File: src/rtl/div_iter_unit_pkg.sv
// div_iter_unit_pkg: shared definitions for the iterative radix-2 divider.
//   - FSM state encoding (DIV_IDLE / DIV_BUSY / DIV_DONE)
//   - iteration count and end-to-end latency
//   - field positions inside the 64-bit result word (quotient high, remainder low)
//   - mag32: two's-complement magnitude helper
package div_iter_unit_pkg;

  typedef enum logic [1:0] {
    DIV_IDLE = 2'd0,
    DIV_BUSY = 2'd1,
    DIV_DONE = 2'd2
  } div_state_e;

  localparam int DIV_ITERS    = 32;
  localparam int DIV_LATENCY  = 33;
  localparam int DOUT_QUO_LSB = 32;
  localparam int DOUT_REM_LSB = 0;

  // Magnitude of x when sgn is set and x is negative; 0x80000000 maps to itself,
  // which is the correct unsigned magnitude.
  function automatic logic [31:0] mag32(input logic [31:0] x, input logic sgn);
    return (sgn && x[31]) ? (~x + 32'd1) : x;
  endfunction

endpackage

File: src/rtl/div_iter_unit_step.sv
// div_iter_step: one combinational restoring-division step.
// Ports:
//   rem      in  33  partial remainder
//   quo      in  32  dividend/quotient shift register
//   dmag     in  32  divisor magnitude
//   rem_next out 33  partial remainder after the step
//   quo_next out 32  shift register after the step (new quotient bit in LSB)
module div_iter_step (
  input  logic [32:0] rem,
  input  logic [31:0] quo,
  input  logic [31:0] dmag,
  output logic [32:0] rem_next,
  output logic [31:0] quo_next
);

  logic [33:0] wide;
  logic [33:0] diff;
  logic        ge;

  always_comb begin
    wide     = {rem, quo[31]};
    diff     = wide - {2'b00, dmag};
    ge       = (wide >= {2'b00, dmag});
    rem_next = 33'(ge ? diff : wide);
    quo_next = {quo[30:0], ge};
  end

endmodule

File: src/rtl/div_iter_unit.sv
// div_iter_unit: iterative 32-bit radix-2 restoring divider with two independent
// valid/ready operand channels and a single-cycle result pulse (no backpressure).
// Result: m_axis_dout_tdata = {quotient, remainder}; tuser flags divide-by-zero.
// Latency 33 cycles from the second operand handshake, one division per 34 cycles.
//
// Parameter:
//   SIGNED   1: two's-complement division, 0: unsigned division
// Build option:
//   DIV_ZERO_FASTPATH_EN  when defined, a zero divisor skips the iterations and
//                         the result pulse appears one cycle after the start edge.
// Ports:
//   clk, reset (sync, active high)
//   s_axis_dividend_{tvalid,tready,tdata}  dividend channel
//   s_axis_divisor_{tvalid,tready,tdata}   divisor channel
//   m_axis_dout_{tvalid,tdata,tuser}       result pulse, {quo,rem}, div-by-zero
//
// state    | meaning
// DIV_IDLE | collecting operands, tready = !captured per channel
// DIV_BUSY | 32 restoring steps, counter 31 down to 0
// DIV_DONE | result pulse, captured flags cleared on exit
module div_iter_unit
  import div_iter_unit_pkg::*;
#(
  parameter bit SIGNED = 1'b1
) (
  input  logic        clk,
  input  logic        reset,
  input  logic        s_axis_dividend_tvalid,
  output logic        s_axis_dividend_tready,
  input  logic [31:0] s_axis_dividend_tdata,
  input  logic        s_axis_divisor_tvalid,
  output logic        s_axis_divisor_tready,
  input  logic [31:0] s_axis_divisor_tdata,
  output logic        m_axis_dout_tvalid,
  output logic [63:0] m_axis_dout_tdata,
  output logic        m_axis_dout_tuser
);

  div_state_e  state, state_nxt;

  logic        dvd_cap, dvs_cap;
  logic [31:0] dvd_reg, dvs_reg;
  logic        dvd_fire, dvs_fire;
  logic [31:0] dvd_cur, dvs_cur;
  logic        start, zero_start;

  logic [32:0] rem_q, rem_nx;
  logic [31:0] quo_q, quo_nx, dmag_q;
  logic [4:0]  cnt_q;
  logic        q_neg, r_neg, dvs_zero;

  logic [31:0] fin_quo, fin_rem;
  logic [63:0] dout_q;
  logic        user_q;

  div_iter_step u_step (
    .rem      (rem_q),
    .quo      (quo_q),
    .dmag     (dmag_q),
    .rem_next (rem_nx),
    .quo_next (quo_nx)
  );

  always_comb begin
    s_axis_dividend_tready = (state == DIV_IDLE) && !dvd_cap;
    s_axis_divisor_tready  = (state == DIV_IDLE) && !dvs_cap;
    dvd_fire = s_axis_dividend_tvalid && s_axis_dividend_tready;
    dvs_fire = s_axis_divisor_tvalid  && s_axis_divisor_tready;
    // Operand as seen on the start edge: held copy or the one arriving now.
    dvd_cur  = dvd_cap ? dvd_reg : s_axis_dividend_tdata;
    dvs_cur  = dvs_cap ? dvs_reg : s_axis_divisor_tdata;
    start    = (state == DIV_IDLE) && (dvd_cap || dvd_fire) && (dvs_cap || dvs_fire);
`ifdef DIV_ZERO_FASTPATH_EN
    zero_start = start && (dvs_cur == 32'd0);
`else
    zero_start = 1'b0;
`endif
    fin_quo  = q_neg ? (~quo_nx + 32'd1) : quo_nx;
    fin_rem  = 32'(r_neg ? (~rem_nx + 33'd1) : rem_nx);
  end

  always_comb begin
    state_nxt = state;
    case (state)
      DIV_IDLE: begin
        if (zero_start)  state_nxt = DIV_DONE;
        else if (start)  state_nxt = DIV_BUSY;
      end
      DIV_BUSY: begin
        if (cnt_q == 5'd0) state_nxt = DIV_DONE;
      end
      DIV_DONE: state_nxt = DIV_IDLE;
      default:  state_nxt = DIV_IDLE;
    endcase
  end

  always_ff @(posedge clk) begin
    if (reset) state <= DIV_IDLE;
    else       state <= state_nxt;
  end

  always_ff @(posedge clk) begin
    if (reset) begin
      dvd_cap  <= 1'b0;
      dvs_cap  <= 1'b0;
      dvd_reg  <= '0;
      dvs_reg  <= '0;
      rem_q    <= '0;
      quo_q    <= '0;
      dmag_q   <= '0;
      cnt_q    <= '0;
      q_neg    <= 1'b0;
      r_neg    <= 1'b0;
      dvs_zero <= 1'b0;
      dout_q   <= '0;
      user_q   <= 1'b0;
    end else begin
      if (dvd_fire) begin
        dvd_reg <= s_axis_dividend_tdata;
        dvd_cap <= 1'b1;
      end
      if (dvs_fire) begin
        dvs_reg <= s_axis_divisor_tdata;
        dvs_cap <= 1'b1;
      end
      if (state == DIV_DONE) begin
        dvd_cap <= 1'b0;
        dvs_cap <= 1'b0;
      end

      if (start) begin
        rem_q    <= '0;
        quo_q    <= mag32(dvd_cur, SIGNED);
        dmag_q   <= mag32(dvs_cur, SIGNED);
        q_neg    <= SIGNED && (dvd_cur[31] ^ dvs_cur[31]);
        r_neg    <= SIGNED && dvd_cur[31];
        dvs_zero <= (dvs_cur == 32'd0);
        cnt_q    <= 5'(DIV_ITERS - 1);
      end

      if (zero_start) begin
        dout_q[DOUT_QUO_LSB +: 32] <= 32'hFFFF_FFFF;
        dout_q[DOUT_REM_LSB +: 32] <= dvd_cur;
        user_q                     <= 1'b1;
      end

      if (state == DIV_BUSY) begin
        rem_q <= rem_nx;
        quo_q <= quo_nx;
        cnt_q <= cnt_q - 5'd1;
        if (cnt_q == 5'd0) begin
          // A zero divisor iterates to all-ones anyway, but the remainder must be
          // the raw (signed) dividend, so the result is forced here.
          if (dvs_zero) begin
            dout_q[DOUT_QUO_LSB +: 32] <= 32'hFFFF_FFFF;
            dout_q[DOUT_REM_LSB +: 32] <= dvd_reg;
            user_q                     <= 1'b1;
          end else begin
            dout_q[DOUT_QUO_LSB +: 32] <= fin_quo;
            dout_q[DOUT_REM_LSB +: 32] <= fin_rem;
            user_q                     <= 1'b0;
          end
        end
      end
    end
  end

  assign m_axis_dout_tvalid = (state == DIV_DONE);
  assign m_axis_dout_tdata  = dout_q;
  assign m_axis_dout_tuser  = user_q;

endmodule

File: config.mk
export PLATFORM = sky130hd
export DESIGN_NAME = div_iter_unit
export DESIGN_NICKNAME = d
export VERILOG_FILES = /design/src/rtl/div_iter_unit_pkg.sv /design/src/rtl/div_iter_unit_step.sv /design/src/rtl/div_iter_unit.sv
export SDC_FILE = /design/constraint.sdc
export NUM_CORES = 1
export LEC_CHECK = 0
export CAP_MARGIN = 20
export CELL_PAD_IN_SITES_DETAIL_PLACEMENT = 2
export CELL_PAD_IN_SITES_GLOBAL_PLACEMENT = 2
export CORE_AREA = 2 2 229 231
export CTS_CLUSTER_DIAMETER = 100
export CTS_CLUSTER_SIZE = 40
export DETAILED_ROUTE_END_ITERATION = 10
export DIE_AREA = 0 0 231 233
export GPL_TIMING_DRIVEN = 0
export PLACE_DENSITY_LB_ADDON = 0.1
export SLEW_MARGIN = 20
export SYNTH_ARGS = -nofsm -noshare
export SYNTH_HDL_FRONTEND = slang
export SYNTH_HIERARCHICAL = 1
export SYNTH_SLANG_ARGS = --single-unit
File: constraint.sdc
create_clock -name clk -period 4.23 [get_ports clk]
set_input_delay 0.846 -clock clk [delete_from_list [all_inputs] [get_ports clk]]
set_output_delay 0.846 -clock clk [all_outputs]
set_load 0.01 [all_outputs]
# After elaboration in Yosys (flattened, before gate mapping)
# Cells that the tools add are included.
# Widths: inputs -> output; s select.
# totals
wordCells	65
reg_bits	238
inputBits	68
# classes
addsub	6
n_reduce_logical	17
n_mux	18
order_cmp	1
eq_ne	4
bitwise	5
# ops
operator	n
$mux 32	8
$add 32x1->32 const B	4
$not 32->32	4
$mux 33	3
$mux 64	1
$ge 34x32->1	1
$sub 33x32->33	1
$logic_not 32->1	1
$mux 5	2
$logic_and 1x1->1	6
$logic_not 5->1	1
$sub 5x1->5 const B	1
$mux 2	2
$ne 2x2->1 const B	2
$pmux 2 s2	1
$reduce_and 2->1	2
$eq 2x1->1 const B	1
$eq 2x2->1 const B	1
$logic_not 1->1	2
$logic_not 2->1	1
$logic_or 1x1->1	2
$reduce_bool 2->1	1
$reduce_or 2->1	1
$mux 1	1
$xor 1x1->1	1

# Longest topological paths before layout
# Gate-level depths: netlist (run 1).
# depth
depth_word	8
ltp_mapped	21

# Cells and area by module
# The synthesis (run 1) kept the hierarchy.
# by_module_without_submodules
mod	area_per_inst_um2	seq_area_each_um2	cells_each	instances
div_iter_unit	12851.1	4764.6	1656	1
div_iter_step	2900.3	0.0	401	1

# Worst setup path before layout (run 1)
# Ideal clock, no wire load.
# synth_path
path_type	register to register
startpoint	reg quo_q[31]
endpoint	reg dout_q[31], in the netlist m_axis_dout_tdata[31]
setup_ns	0.130
synth_period_minus_slack_ns	4.391
setup_slack_ns	-0.161
n_path_buf	1
required_ns	4.100
arrival_time_ns	4.261
stages_incl_launch_ff	20
cell_sequence	dfxtp_1 inv_1 ha_1 inv_1 fa_1 a21o_4 nand4_4 a2111oi_4 o2111ai_2 a211oi_4 nor2_4 inv_8 buf_12 mux2_4 or4_1 or3_1 or3_1 o31ai_1 xor2_1 o22ai_1
# synth_via
elab_chain_cells	6
# synth_rtl
item	line_no	rtl
start, declared	div_iter_unit.sv:48	logic [31:0] quo_q, quo_nx, dmag_q;
start signal, assigned	div_iter_unit.sv:133	quo_q <= mag32(dvd_cur, SIGNED);
start signal, assigned	div_iter_unit.sv:149	quo_q <= quo_nx;
$ge 34x32->1	div_iter_unit_step.sv:23	ge = (wide >= {2'b00, dmag});
via u_step.ge	div_iter_unit_step.sv:18	logic ge;
$mux 33	div_iter_unit_step.sv:24	rem_next = 33'(ge ? diff : wide);
via rem_nx[24]	div_iter_unit.sv:47	logic [32:0] rem_q, rem_nx;
$not 32->32	div_iter_unit.sv:79	fin_rem = 32'(r_neg ? (~rem_nx + 33'd1) : rem_nx);
$add 32x1->32	div_iter_unit.sv:79	
$mux 32	div_iter_unit.sv:79	
$mux 64	div_iter_unit.sv:154	if (dvs_zero) begin
end signal, assigned by index	div_iter_unit.sv:156	dout_q[DOUT_REM_LSB +: 32] <= dvd_reg;
end signal, assigned by index	div_iter_unit.sv:159	dout_q[DOUT_QUO_LSB +: 32] <= fin_quo;
end signal, assigned by index	div_iter_unit.sv:160	dout_q[DOUT_REM_LSB +: 32] <= fin_rem;
end, declared	div_iter_unit.sv:53	logic [63:0] dout_q;
# The timed path passes the listed nets, and every way through them passes these cells.
# A chain may end at the register's enable or synchronous reset.

# Final worst setup path (run 1)
# Same ends and word-level chain as after synthesis.

==> results.json, run 1 <==
{
  "status": "finished, violations left",
  "violations": "setup timing",
  "pre_cts_slack_ns": -0.982,
  "firstDrtPassIters": 5,
  "worstMarginPinSlew_ns": 1.23,
  "min-delay-start": "dmag_q[9]",
  "holdBufCountCts": 0,
  "numClockSinks": 238,
  "die_h_microns": 233,
  "min_to": "dmag_q[9]",
  "dp_hpwl_microns": 58600,
  "ys.flop_type": "dfxtp_1",
  "worst_slack_ns": -0.345,
  "layoutNonFillerInstCount": 2991,
  "required_ns": 4.66,
  "n_antenna_cell": 0,
  "reg2reg_depth": 20,
  "die_w_microns": 231,
  "drc": 0,
  "end_kind": "register",
  "die-area_sq_um": 53800,
  "ys_seq_elements": 238,
  "area_delta_synth_final_pct": 32.1,
  "grt_max_degree": 31,
  "hold_viol": 0,
  "nFillCells": 5788,
  "hold_depth": 2,
  "rsz0062_at_grt": "yes",
  "synth_cell_types": 96,
  "via_per_inst": 5.71,
  "htree_num_levels": 1,
  "arrival_ns": 5.00,
  "max_freq_mhz": 219,
  "rrSetupSlack_ns": -0.35,
  "syn-num-nets": 2163,
  "timing.rr.start": "quo_q[31]",
  "synthArstFlopShare_pct": 0,
  "gp_congestion": 0.914,
  "numCtsBuffers": 16,
  "finalSetupViolCount": 32,
  "drive_gt1_share_pct": 18.3,
  "wirelength_microns": 79500,
  "path_clk_slew_ns": 0.10,
  "syn_area_per_cell_sq_um": 7.66,
  "crit_fanout": 5,
  "grt_usage_pct": 28.6,
  "drt_iter0_markers": 896,
  "placed_cells": 2872,
  "synth-edff-count": 0,
  "ant_nets": 0,
  "core_sq_um": 51100,
  "clockRootBuffer": "clkbuf_16",
  "cap_violations": 0,
  "io_pins": 136,
  "fin_nets": 2408,
  "synthCells": 2057,
  "worstSetupPathType": "reg -> reg",
  "first_global_vias": 18300,
  "num_rows": 83,
  "wl_per_cell_microns": 26.6,
  "port_buffers": 135,
  "fin_setup_tns_ns": -5.75,
  "grt_pass1_wl_microns": 117000,
  "synth.cell_area_sq_um": 15800,
  "yosysWarnings": 6,
  "fin_skew_ns": 0.0481,
  "critPathLaunchType": "register",
  "rr_endpoint": "m_axis_dout_tdata[31]",
  "ctsLongestPathBuffers": 3,
  "min_path_type": "reg -> reg",
  "antenna_found_initial": 0,
  "seq_area_frac_synth_pct": 30.2,
  "fin_crit_sh_pct": 108,
  "slew_viol_final": 0,
  "largest_reg_flops": 64,
  "start_util_pct": 30.8,
  "grt_overflow": 0,
  "slew_headroom_pct": 18.0,
  "clk_latency_ns": 0.57,
  "finalCriticalPeriod_ns": 4.58,
  "dpl-instance-area_sq_um": 18000,
  "cts_tree": "done",
  "final_area_sq_um": 20800,
  "vias": 17100
}
## synthesized netlist by cell type, types with 10 or more instances
| library cell | number | share of area [%] |
|---|---|---|
| nand3_1 | 71 | 2.3 |
| nand4_1 | 16 | 0.64 |
| a21o_1 | 21 | 1.0 |
| o21ai_1 | 13 | 0.41 |
| a22oi_1 | 18 | 0.86 |
| a21oi_1 | 237 | 7.5 |
| nor3_1 | 72 | 2.3 |
| and3_1 | 19 | 0.75 |
| or3_1 | 21 | 0.83 |
| nand2b_1 | 17 | 0.68 |
| buf_4 | 34 | 1.6 |
| o41ai_1 | 10 | 0.56 |
| mux2_2 | 11 | 0.79 |
| xnor2_1 | 53 | 2.9 |
| mux2i_1 | 63 | 4.0 |
| clkbuf_1 | 101 | 2.4 |
| o31ai_1 | 24 | 1.1 |
| o21ai_0 | 78 | 2.5 |
| nor4_1 | 25 | 0.99 |
| a211oi_1 | 33 | 1.6 |
| o22ai_1 | 20 | 0.79 |
| ha_1 | 37 | 2.9 |
| buf_1 | 12 | 0.29 |
| nor2_1 | 122 | 2.9 |
| nand2_1 | 329 | 7.8 |
| o211ai_1 | 16 | 0.76 |
| mux2_4 | 18 | 1.7 |
| buf_2 | 21 | 0.67 |
| a31oi_1 | 21 | 0.83 |
| xor2_1 | 65 | 3.6 |
| inv_1 | 52 | 1.2 |
| dfxtp_1 | 238 | 30 |
## worst max-delay path by stage
stage	to	cells after the start	start	slack [ns]
floorplan	m_axis_dout_tdata[31]	19	quo_q[31]	-0.11
global placement	m_axis_dout_tdata[58]	20	dmag_q[0]	-0.92
detailed placement	m_axis_dout_tdata[58]	20	dmag_q[4]	-0.98
CTS	m_axis_dout_tdata[31]	20	quo_q[31]	-0.40
global route	m_axis_dout_tdata[21]	24	quo_q[31]	-0.46
finish	m_axis_dout_tdata[31]	20	quo_q[31]	-0.35
## timing repair
item,in CTS,in global routing
cloned,1,0
gates resized for setup,197,117
pin swaps,88,92
setup buffers,68,34
endpoints found under the setup margin,71,62
hold endpoints to repair,0,0
## kinds of logic after synthesis
kind of cell | Yosys count | synth area share, %
simple gates | 761 | 23.1
compound gates | 574 | 23.2
flops | 238 | 30.2
buf+inv | 229 | 6.89
xor+xnor | 118 | 6.56
mux | 99 | 7.01
fa+ha+maj | 38 | 3.07
## cell type report
| cell class | count | area (sq um) | share of cell area, % |
|---|---|---|---|
| multi-input combinational | 1590 | 11200 | 54.0 |
| sequential | 238 | 4780 | 23.0 |
| timing repair buffer | 233 | 2230 | 10.7 |
| buffer | 170 | 906 | 4.35 |
| tap | 680 | 851 | 4.09 |
| clock buffer | 18 | 439 | 2.11 |
| inverter | 53 | 211 | 1.02 |
| clock inverter | 9 | 153 | 0.734 |
## placed cells by master, fill, tap and decap left out, types with 23 or more instances in the layout
cell type and n:
a21oi_1 230, clkbuf_1 94, nand2_1 325, o21ai_0 52
dfxtp_1 228, buf_4 109, mux2_4 23, xor2_1 59
xnor2_1 38, nor3_1 65, inv_1 43, buf_6 28
nand3_1 68, nor2_1 122, mux2i_1 61, clkdlybuf4s50_1 135
a211oi_1 26, nor4_1 23
## worst max-delay path, cell delays in order, from the launching register on
cell	delay (ns)
dfxtp_4	0.40
inv_2	0.06
ha_4	0.16
inv_2	0.05
fa_2	0.20
a21o_4	0.13
nand4_4	0.09
a2111oi_4	0.30
buf_4	0.20
o2111ai_4	0.14
a211oi_4	0.32
nor2_4	0.10
inv_8	0.07
buf_12	0.12
mux2_4	0.31
or4_4	0.52
or3_4	0.38
or3_4	0.38
o31ai_4	0.23
xor2_1	0.19
o22ai_1	0.10
## per-layer routing
layer | track usage [%] | vias to the layer above | share of wire (%)
met5 | 0 | - | 0
met2 | 52.6 | 343 | 51
met3 | 2.73 | 111 | 3.4
met4 | 9.01 | 0 | 3.5
met1 | 34.9 | 8783 | 42
li1 | - | 7828 | -
## per-stage QoR
stage / hold slack [ns] / utilization, %
5_1_grt: 0.486 / 40.7
2_1_floorplan: 0.425 / -
4_1_cts: 0.464 / 39.2
3_5_place_dp: 0.450 / 35.2
3_3_place_gp: 0.436 / 35.2
6_report: 0.460 / 40.7
Power of run 1 is left out: the tool's default activity adds up to more than one toggle a clock period on the data nets, which glitch-free logic cannot reach.
==> run 2, diff against run 1 <==
SLEW_MARGIN = not set   (was 20)
==> results.json, run 2 (synthesized netlist as in run 1, its figures left out) <==
{
  "worstSetupPathType": "reg -> reg",
  "arrival_ns": 5.07,
  "slew_viol_final": 0,
  "path_cells": "inv_4 > ha_4 > inv_2 > fa_2 > a21o_4 > nand4_4 > a2111oi_4 > buf_4 > o2111ai_4 > a211oi_4 > nor2_4 > inv_8 > buf_12 > mux2_4 > or4_4 > buf_4 > buf_6 > buf_6 > o41ai_4 > xnor2_2 > o211ai_1 > a21oi_1",
  "finalCriticalPeriod_ns": 4.66,
  "crit_fanout": 5,
  "fin_nets": 2401,
  "drive_gt1_share_pct": 17.5,
  "status": "finished, violations left",
  "core_sq_um": 51100,
  "worst_path_max_delay_cell": "or4_4",
  "utilization_pct": 40.4,
  "cap_violations": 0,
  "wl_per_cell_microns": 26.6,
  "end_kind": "register",
  "fin_skew_ns": 0.0442,
  "reg2reg_depth": 22,
  "start_util_pct": 30.8,
  "critPathLaunchType": "register",
  "ctsLongestPathBuffers": 3,
  "slew_headroom_pct": 17.4,
  "die_h_microns": 233,
  "grt_pass1_wl_microns": 115000,
  "antenna_found_initial": 1,
  "via_per_inst": 5.69,
  "clk_latency_ns": 0.56,
  "most-common-layout-cells": "nand2_1 (325), dfxtp_1 (233), a21oi_1 (229)",
  "worstMarginPinSlew_ns": 1.23,
  "placed_cells": 2873,
  "hold_viol": 0,
  "grt_overflow": 0,
  "setup.worst_path.start": "quo_q[31]",
  "violations": "setup timing",
  "layoutNonFillerInstCount": 2986,
  "die_w_microns": 231,
  "grt_max_degree": 34,
  "finalSetupViolCount": 39,
  "largest_reg_flops": 64,
  "fin_crit_sh_pct": 110,
  "numClockSinks": 238,
  "die-area_sq_um": 53800,
  "area_delta_synth_final_pct": 31.1,
  "crit_family": "compound AO/OA/AOI/OAI gates",
  "vias": 17000,
  "dp_hpwl_microns": 58800,
  "rrSetupSlack_ns": -0.43,
  "min_path_type": "reg -> reg",
  "worst_slack_ns": -0.430,
  "io_pins": 136,
  "ant_nets": 0,
  "clockRootBuffer": "clkbuf_16",
  "drt_iter0_markers": 910,
  "rr_endpoint": "m_axis_dout_tdata[27]",
  "gp_congestion": 0.914,
  "crit_end": "m_axis_dout_tdata[27]",
  "numCtsBuffers": 17,
  "first_global_vias": 18300,
  "firstDrtPassIters": 7,
  "path_buf_inv": 8,
  "nFillCells": 5823,
  "grt_usage_pct": 28.0,
  "timing.rr.start": "quo_q[31]",
  "htree_num_levels": 1,
  "pre_cts_slack_ns": -0.985,
  "port_buffers": 135,
  "hold_depth": 2,
  "rsz0062_at_grt": "yes",
  "wirelength_microns": 79300,
  "slowest_delay_ns": 0.53,
  "layout_commonest_cell": "nand2_1",
  "max_freq_mhz": 215,
  "drc": 0,
  "required_ns": 4.64,
  "num_rows": 83,
  "cts_tree": "done",
  "cp.depth": 22,
  "path_clk_slew_ns": 0.12
}
==> run 2: cell types whose count changed in the layout (fill, tap and decap cells not counted), moves of 4 or more <==
cell     previous run  this run
inv_12              0         4
buf_6              28        22
buf_4             109       101
dfxtp_2             8         3
dfxtp_1           228       233
ha_4               13         8
o21ai_1            17        21
==> run 2: repair_timing <==
item,4_1_cts,5_1_grt
gates cloned,2,0
setup buffers,50,39
endpoints found under the setup margin,69,61
pin swaps,62,101
hold endpoints to repair,0,0
resized for setup,160,125
hold buffers,0,0
==> run 2: layout make-up <==
| cell class | count | area (sq um) | area share, % |
|---|---|---|---|
| Multi-Input combinational cell | 1590 | 11100 | 53.9 |
| Clock buffer | 17 | 425 | 2.06 |
| Timing Repair Buffer | 224 | 2160 | 10.5 |
| Antenna cell | 1 | 2.50 | 0.0121 |
| Buffer | 171 | 900 | 4.35 |
| Tap cell | 680 | 851 | 4.12 |
| Clock inverter | 12 | 184 | 0.890 |
| Inverter | 53 | 211 | 1.02 |
| Sequential cell | 238 | 4780 | 23.1 |
==> run 2: worst register-to-register path, stage by stage (launching register included) <==
cell	delay, ns
dfxtp_4	0.42
inv_4	0.05
ha_4	0.16
inv_2	0.05
fa_2	0.20
a21o_4	0.13
nand4_4	0.09
a2111oi_4	0.35
buf_4	0.19
o2111ai_4	0.15
a211oi_4	0.33
nor2_4	0.11
inv_8	0.10
buf_12	0.12
mux2_4	0.32
or4_4	0.53
buf_4	0.16
buf_6	0.10
buf_6	0.11
o41ai_4	0.35
xnor2_2	0.14
o211ai_1	0.26
a21oi_1	0.10
==> run 2: metal layers <==
layer,vias to the layer above,routed length [microns],global-route usage (%)
met1,8706,33300,34.2
met3,134,2870,2.88
met5,-,0,0
li1,7819,-,-
met2,342,39800,51.3
met4,0,3310,8.71
==> run 2: worst min path at each step <==
stage / from / endpoint
3_3_place_gp: dmag_q[29] / dmag_q[29]
4_1_cts: dmag_q[9] / dmag_q[9]
2_1_floorplan: dmag_q[11] / dmag_q[11]
5_1_grt: dmag_q[29] / dmag_q[29]
3_5_place_dp: dmag_q[9] / dmag_q[9]
6_report: dmag_q[9] / dmag_q[9]
==> run 2: per-stage QoR <==
| step | hold slack (ns) | setup TNS (ns) | cell area (sq um) |
|---|---|---|---|
| CTS | 0.461 | -7.62 | 19800 |
| detailed placement | 0.449 | -36.60 | 18000 |
| global placement | 0.436 | -29.67 | 18000 |
| finish | 0.455 | -8.28 | 20700 |
| global route | 0.485 | -13.83 | 20700 |
| floorplan | 0.425 | -0.106 | 15800 |
Power of run 2 is left out for the same reason.
==> run 3, diff against run 2 <==
TNS_END_PERCENT = 100   (was not set)
==> results of run 3 <==
Final layout, timing and power as in run 2 (identical DEF).
Power of run 3 is left out for the same reason.
